**src/rtl/dnn_pkg.sv**
```systemverilog
// Shared types and widths for the DNN datapath stages.
// Used by the conv requantizer and, later, by the FC stage.
package dnn_pkg;

  localparam int ACC_W   = 32;
  localparam int PIX_W   = 8;
  localparam int PIX_MAX = 127;
  localparam int PIX_MIN = -128;

  localparam int SCALE_W = 16;
  localparam int SHIFT_W = 5;
  localparam int SUM_W   = ACC_W + 1;
  // Signed sum times zero-extended unsigned scale.
  localparam int PROD_W  = SUM_W + SCALE_W + 1;

  typedef struct packed {
    logic [ACC_W-1:0]   bias;
    logic [SCALE_W-1:0] scale;
    logic [SHIFT_W-1:0] shift;
    logic               relu_en;
  } requant_cfg_t;

endpackage

```
**src/rtl/conv_requant_relu_if.sv**
```systemverilog
// Accumulator-in / int8-pixel-out bundle of the conv requantization stage.
interface conv_requant_relu_if #(
  parameter int unsigned SAT_CNT_W = 16
);
  import dnn_pkg::*;

  logic                      valid_in;
  logic signed [ACC_W-1:0]   acc_in;
  logic signed [ACC_W-1:0]   bias;
  logic [SCALE_W-1:0]        scale;
  logic [SHIFT_W-1:0]        shift;
  logic                      relu_en;
  logic                      valid_out;
  logic signed [PIX_W-1:0]   pixel_out;
  logic                      frame_done;
  logic [SAT_CNT_W-1:0]      sat_count;

  modport master (
    output valid_in, acc_in, bias, scale, shift, relu_en,
    input  valid_out, pixel_out, frame_done, sat_count
  );

  modport slave (
    input  valid_in, acc_in, bias, scale, shift, relu_en,
    output valid_out, pixel_out, frame_done, sat_count
  );

endinterface

```
**src/rtl/conv_requant_relu_round_sat.sv**
```systemverilog
// Combinational round-half-up right shift, optional ReLU and int8 saturation.
module requant_round_sat
  import dnn_pkg::*;
(
  input  logic signed [PROD_W-1:0]  prod,
  input  logic [SHIFT_W-1:0]        shift,
  input  logic                      relu_en,
  output logic signed [PIX_W-1:0]   pixel,
  output logic                      clip
);

  localparam int RND_W = PROD_W + 1;
  localparam logic signed [RND_W-1:0] HI = RND_W'(PIX_MAX);
  localparam logic signed [RND_W-1:0] LO = RND_W'(PIX_MIN);

  logic signed [RND_W-1:0] rnd;
  logic signed [RND_W-1:0] r;
  logic signed [RND_W-1:0] q;
  logic signed [RND_W-1:0] q_relu;

  always_comb begin
    rnd = '0;
    if (shift != '0) begin
      rnd = $signed(RND_W'(1) << (shift - SHIFT_W'(1)));
    end
    r = $signed({prod[PROD_W-1], prod}) + rnd;
    q = r >>> shift;
    q_relu = (relu_en && q < 0) ? '0 : q;
    clip = 1'b0;
    pixel = q_relu[PIX_W-1:0];
    if (q_relu > HI) begin
      pixel = HI[PIX_W-1:0];
      clip = 1'b1;
    end else if (q_relu < LO) begin
      pixel = LO[PIX_W-1:0];
      clip = 1'b1;
    end
  end

endmodule

```
**src/rtl/conv_requant_relu.sv**
```systemverilog
// Requantizes 32-bit conv accumulators to int8 pixels: bias, scale, rounding shift, ReLU, clip.
// Three-stage pipeline (input reg, sum, product) feeding a registered round/saturate output.
module conv_requant_relu
  import dnn_pkg::*;
#(
  parameter int unsigned MAP_WIDTH    = 28,
  parameter int unsigned FRAME_PIXELS = MAP_WIDTH * MAP_WIDTH,
  parameter int unsigned SAT_CNT_W    = 16
) (
  input logic               clk,
  input logic               rst,
  conv_requant_relu_if.slave bus
);

  localparam int unsigned CNT_W = (FRAME_PIXELS > 1) ? $clog2(FRAME_PIXELS) : 1;
  localparam logic [CNT_W-1:0] LAST = CNT_W'(FRAME_PIXELS - 1);

  logic [CNT_W-1:0] in_count_q, in_count_d;
  logic [CNT_W-1:0] out_count_q, out_count_d;
  requant_cfg_t     shadow_q, shadow_d, live_cfg, cfg_eff;

  logic                    v0_q;
  logic signed [ACC_W-1:0] acc0_q;
  requant_cfg_t            cfg0_q;

  logic                    v1_q;
  logic signed [SUM_W-1:0] sum1_q, sum_d;
  logic [SCALE_W-1:0]      scale1_q;
  logic [SHIFT_W-1:0]      shift1_q;
  logic                    relu1_q;

  logic                     v2_q;
  logic signed [PROD_W-1:0] prod2_q, prod_d;
  logic [SHIFT_W-1:0]       shift2_q;
  logic                     relu2_q;

  logic                    valid_q;
  logic signed [PIX_W-1:0] pixel_q, pixel_d;
  logic                    clip;
  logic                    frame_done_q, frame_done_d;
  logic [SAT_CNT_W-1:0]    sat_q, sat_d;

  requant_round_sat u_round_sat (
    .prod    (prod2_q),
    .shift   (shift2_q),
    .relu_en (relu2_q),
    .pixel   (pixel_d),
    .clip    (clip)
  );

  always_comb begin
    live_cfg = '{bias: bus.bias, scale: bus.scale, shift: bus.shift, relu_en: bus.relu_en};
    // The first pixel of a frame uses the live config; the rest use the captured copy.
    cfg_eff  = (in_count_q == '0) ? live_cfg : shadow_q;
    shadow_d = (bus.valid_in && in_count_q == '0) ? live_cfg : shadow_q;

    in_count_d = in_count_q;
    if (bus.valid_in) begin
      in_count_d = (in_count_q == LAST) ? '0 : in_count_q + CNT_W'(1);
    end

    sum_d  = SUM_W'(acc0_q) + SUM_W'($signed(cfg0_q.bias));
    prod_d = PROD_W'(sum1_q) * PROD_W'($signed({1'b0, scale1_q}));

    out_count_d  = out_count_q;
    frame_done_d = 1'b0;
    sat_d        = sat_q;
    if (v2_q) begin
      out_count_d  = (out_count_q == LAST) ? '0 : out_count_q + CNT_W'(1);
      frame_done_d = (out_count_q == LAST);
      // Previous frame's total stays visible until this frame's first output.
      if (out_count_q == '0) begin
        sat_d = SAT_CNT_W'(clip);
      end else if (sat_q != '1) begin
        sat_d = sat_q + SAT_CNT_W'(clip);
      end
    end
  end

  always_ff @(posedge clk or posedge rst) begin
    if (rst) begin
      in_count_q   <= '0;
      out_count_q  <= '0;
      shadow_q     <= '0;
      v0_q         <= 1'b0;
      acc0_q       <= '0;
      cfg0_q       <= '0;
      v1_q         <= 1'b0;
      sum1_q       <= '0;
      scale1_q     <= '0;
      shift1_q     <= '0;
      relu1_q      <= 1'b0;
      v2_q         <= 1'b0;
      prod2_q      <= '0;
      shift2_q     <= '0;
      relu2_q      <= 1'b0;
      valid_q      <= 1'b0;
      pixel_q      <= '0;
      frame_done_q <= 1'b0;
      sat_q        <= '0;
    end else begin
      in_count_q   <= in_count_d;
      out_count_q  <= out_count_d;
      shadow_q     <= shadow_d;
      v0_q         <= bus.valid_in;
      v1_q         <= v0_q;
      v2_q         <= v1_q;
      valid_q      <= v2_q;
      frame_done_q <= frame_done_d;
      sat_q        <= sat_d;
      if (bus.valid_in) begin
        acc0_q <= bus.acc_in;
        cfg0_q <= cfg_eff;
      end
      if (v0_q) begin
        sum1_q   <= sum_d;
        scale1_q <= cfg0_q.scale;
        shift1_q <= cfg0_q.shift;
        relu1_q  <= cfg0_q.relu_en;
      end
      if (v1_q) begin
        prod2_q  <= prod_d;
        shift2_q <= shift1_q;
        relu2_q  <= relu1_q;
      end
      if (v2_q) begin
        pixel_q <= pixel_d;
      end
    end
  end

  assign bus.valid_out  = valid_q;
  assign bus.pixel_out  = pixel_q;
  assign bus.frame_done = frame_done_q;
  assign bus.sat_count  = sat_q;

endmodule

```
**src/flat_wrapper.sv**
```systemverilog
// flat-port wrapper written by rule: the top's interface ports become plain ports
module conv_requant_relu_flat import dnn_pkg::*;
#(
  parameter int unsigned MAP_WIDTH    = 28,
  parameter int unsigned FRAME_PIXELS = MAP_WIDTH * MAP_WIDTH,
  parameter int unsigned SAT_CNT_W    = 16
)
  (clk, rst, bus_valid_in, bus_acc_in, bus_bias, bus_scale, bus_shift, bus_relu_en, bus_valid_out, bus_pixel_out, bus_frame_done, bus_sat_count);
  conv_requant_relu_if #(.SAT_CNT_W(SAT_CNT_W)) bus_i ();
  input logic clk;
  input logic rst;
  input wire logic [$bits(bus_i.valid_in)-1:0] bus_valid_in;
  input wire logic [$bits(bus_i.acc_in)-1:0] bus_acc_in;
  input wire logic [$bits(bus_i.bias)-1:0] bus_bias;
  input wire logic [$bits(bus_i.scale)-1:0] bus_scale;
  input wire logic [$bits(bus_i.shift)-1:0] bus_shift;
  input wire logic [$bits(bus_i.relu_en)-1:0] bus_relu_en;
  output wire logic [$bits(bus_i.valid_out)-1:0] bus_valid_out;
  output wire logic [$bits(bus_i.pixel_out)-1:0] bus_pixel_out;
  output wire logic [$bits(bus_i.frame_done)-1:0] bus_frame_done;
  output wire logic [$bits(bus_i.sat_count)-1:0] bus_sat_count;
  assign bus_i.valid_in = bus_valid_in;
  assign bus_i.acc_in = bus_acc_in;
  assign bus_i.bias = bus_bias;
  assign bus_i.scale = bus_scale;
  assign bus_i.shift = bus_shift;
  assign bus_i.relu_en = bus_relu_en;
  assign bus_valid_out = bus_i.valid_out;
  assign bus_pixel_out = bus_i.pixel_out;
  assign bus_frame_done = bus_i.frame_done;
  assign bus_sat_count = bus_i.sat_count;
  conv_requant_relu #(.MAP_WIDTH(MAP_WIDTH), .FRAME_PIXELS(FRAME_PIXELS), .SAT_CNT_W(SAT_CNT_W)) u_core (.clk(clk), .rst(rst), .bus(bus_i));
endmodule
```
**config.mk**
```make
export PLATFORM = sky130hd
export DESIGN_NAME = conv_requant_relu_flat
export DESIGN_NICKNAME = d
export VERILOG_FILES = /design/src/rtl/dnn_pkg.sv /design/src/rtl/conv_requant_relu_if.sv /design/src/rtl/conv_requant_relu_round_sat.sv /design/src/rtl/conv_requant_relu.sv /design/src/flat_wrapper.sv
export SDC_FILE = /design/constraint.sdc
export NUM_CORES = 2
export LEC_CHECK = 0
export ABC_AREA = 0
export CAP_MARGIN = 20
export CORE_UTILIZATION = 65
export CTS_CLUSTER_SIZE = 25
export DETAILED_ROUTE_END_ITERATION = 16
export PLACE_DENSITY = 0.83
export SYNTH_ARGS = -nofsm -noshare
export SYNTH_HDL_FRONTEND = slang
export SYNTH_SLANG_ARGS = --single-unit
export TNS_END_PERCENT = 20
```
**constraint.sdc**
```tcl
create_clock -name clk -period 14.9 [get_ports clk]
set_input_delay 2.98 -clock clk [delete_from_list [all_inputs] [get_ports clk]]
set_output_delay 2.98 -clock clk [all_outputs]
set_load 0.01 [all_outputs]
```
==> flow_summary.json <==
{
  "drtAntennaViolNets": 0,
  "coreArea_sq_um": 60200,
  "detail_route.wl_per_cell_um": 22.7,
  "synthArstFlopShare_pct": 100,
  "clk_pin_slew_worst_paths_ns": 0.06,
  "routed_wl_um": 117000,
  "fin_nets": 5149,
  "grt_usage_pct": 38.6,
  "grt_max_degree": 98,
  "yosysTopAreaCell": "fa_1",
  "area_growth_pct": 7.05,
  "regToRegStartpoint": "u_core.shift2_q[1]$_DFFE_PP0P_",
  "cp.required_ns": 15.33,
  "netlist_top_cells_area": "fa_1 (26%), dfrtp_1 (19%), ha_1 (6.0%), inv_1 (5.6%), mux2_2 (5.3%)",
  "rows": 90,
  "dieHeight_um": 249,
  "fill_cells": 4458,
  "worst_slew_pin_slew_ns": 1.11,
  "grt_pass1_wl_um": 189000,
  "initial_core_util_pct": 65.6,
  "maxCapViolations": 0,
  "reg2reg_to": "u_core.bus.sat_count[9]$_DFFE_PP0P_",
  "fin_crit_ns": 9.63,
  "antenna_found_initial": 0,
  "rsz0062_at_grt": "no",
  "die_area_sq_um": 61800,
  "io-pin-count": 115,
  "critPathKind": "flop to flop",
  "cts_resized": 0,
  "seqCellArea_sq_um": 7510,
  "critPathLaunch": "u_core.shift2_q[1]$_DFFE_PP0P_",
  "ys.flop_type": "dfrtp_1",
  "port_buffers": 114,
  "relSlewSlack_pct": 26.1,
  "status": "finished, final reports clean",
  "synth_seq_cells": 300,
  "vias": 33300,
  "cts_sinks": 300,
  "drive_gt1_share_pct": 8.54,
  "cts_tree": "built",
  "insertion_delay_ns": 0.57,
  "cts_setup_buffers": 0,
  "syn_area_sq_um": 39500,
  "period_share_pct": 64.7,
  "path_max_fanout": 30,
  "cts_root_buf": "clkbuf_16",
  "synth_commonest_cells": "inv_1 (591), nand2_1 (529), fa_1 (505)",
  "syn_avg_cell_area_sq_um": 8.98,
  "finalSetupViolations": 0,
  "dr.first_iter.drc_count": 3090,
  "place_congestion": 1.07,
  "hp-class": "flop to flop",
  "fin_tns_setup_ns": 0,
  "slew_violations": 0,
  "seq_area_frac_synth_pct": 19.0,
  "clockBufferDepth": 3,
  "synth_most_common_cell": "inv_1",
  "fin_skew_ns": 0.0300,
  "antennaDiodeCount": 0,
  "drt-pass1-iter-count": 6,
  "synth.distinct_cells": 103,
  "worstSetupEndpoint": "u_core.bus.sat_count[9]$_DFFE_PP0P_",
  "vias_per_cell": 6.43,
  "hold_viol_final": 0,
  "synth_enable_flop_cells": 0,
  "cp-end-kind": "flop",
  "crit_path_start_kind": "flop",
  "numCtsBuffers": 35,
  "reg2reg_slack_ns": 5.27,
  "yosys.area.top_type_share_pct": 25.6,
  "cp_data_arrival_time_ns": 10.07,
  "first_global_vias": 34500,
  "multi_input_area_sq_um": 28900,
  "fmax_mhz": 104,
  "syn-num-nets": 5187,
  "die_x_um": 249,
  "h-tree-depth": 2,
  "r2r_cells": 27,
  "drc": 0,
  "grt_remaining_overflow": 0,
  "syn_inst": 4402,
  "ys_warn_count": 0,
  "dp_hpwl_um": 90400,
  "ctsHoldBuffers": 0
}
## critical path, cell delays in order, from the launching register on
cell and delay [ns]:
dfrtp_2 0.72, clkinv_1 0.40, nand2_1 0.53, inv_1 0.45, ha_1 0.83, nand2_1 0.33, nor2_1 0.17, ha_1 0.41
nand4_1 0.36, nor2_1 0.39, a22oi_1 0.27, nand2_1 0.36, o31a_1 0.72, a21oi_1 0.18, a221o_1 0.36, a211oi_1 0.36
o31ai_1 0.23, a221oi_1 0.33, nand4_1 0.13, or4_4 0.57, o21ai_1 0.30, nor2_1 0.13, ha_1 0.20, and3_1 0.22
nor2b_1 0.20, nand3_1 0.12, xor2_1 0.14, nor2_1 0.05
## state kept, by name, indices dropped and copies added, names as in the netlist, 16 cells and up
name and count:
u_core.scale1_q 16, u_core.sum1_q 33, u_core.cfg0_q 54, u_core.shadow_q 54, u_core.bus.sat_count 16, u_core.acc0_q 32
u_core.prod2_q 50
## how the worst min path moves through the flow
stage                               startpoint                         endpoint  slack (ns)  cells after the start
3_3_place_gp    u_core.shift1_q[3]$_DFFE_PP0P_   u_core.shift2_q[3]$_DFFE_PP0P_        0.46                      2
3_5_place_dp    u_core.shift1_q[0]$_DFFE_PP0P_   u_core.shift2_q[0]$_DFFE_PP0P_        0.48                      2
2_1_floorplan            u_core.v2_q$_DFF_PP0_   u_core.bus.valid_out$_DFF_PP0_        0.35                      0
4_1_cts         u_core.shift1_q[0]$_DFFE_PP0P_   u_core.shift2_q[0]$_DFFE_PP0P_        0.49                      2
6_report        u_core.shift1_q[0]$_DFFE_PP0P_   u_core.shift2_q[0]$_DFFE_PP0P_        0.49                      2
5_1_grt        u_core.shadow_q[20]$_DFFE_PP0P_  u_core.shadow_q[20]$_DFFE_PP0P_        0.51                      1
## cell families after synthesis
kind of cell               after synthesis  share of synthesized area [%]
muxes                                  304                           8.92
and+or+nand+nor                       1388                           16.8
AOI/OAI and AO/OA                      741                           12.6
adders and majority gates              696                           31.6
DFF                                    300                           19.0
xor gates and xnor gates               141                           3.12
buffers and inverters                  832                           8.04
## layer usage
metal	up-vias	part of all wire [%]	global-route usage, %
met5	-	0	0
met4	0	4.5	15.9
met1	16500	40	52.0
li1	14600	-	-
met3	363	8.6	5.83
met2	1792	47	62.8
## per-stage QoR
step	hold slack (ns)	instance area (sq um)	util [%]	cells	worst slack, ns
after detailed placement	0.480	41100	68.2	5107	5.70
final	0.488	42300	70.2	5171	5.27
after CTS	0.494	42300	70.1	5169	5.64
after global routing	0.513	42300	70.2	5171	4.91
after global placement	0.461	41100	68.2	5107	5.80
after floorplan	0.352	39500	-	4402	3.63
## cell type report
cell class	instances	share of cell area, %
clock buffers	45	2.32
clock inverters	17	0.470
inverters	594	5.29
multi-input cells	3270	68.2
flip-flops and latches	300	17.8
well taps	782	2.31
repair buffers	163	3.65
## cell usage in the layout, fill, tap and decap left out, types with 79 or more instances in the layout
cell / instances
o21ai_0: 114
dfrtp_1: 296
inv_1: 589
and2_1: 209
nor2_1: 278
mux2_2: 186
nand2_1: 528
a21oi_1: 209
ha_1: 191
nor3_1: 79
xnor2_1: 88
mux2i_1: 98
fa_1: 505
clkdlybuf4s50_1: 113
Power is left out: the tool's default activity adds up to more than one toggle a clock period on the data nets, which glitch-free logic cannot reach.
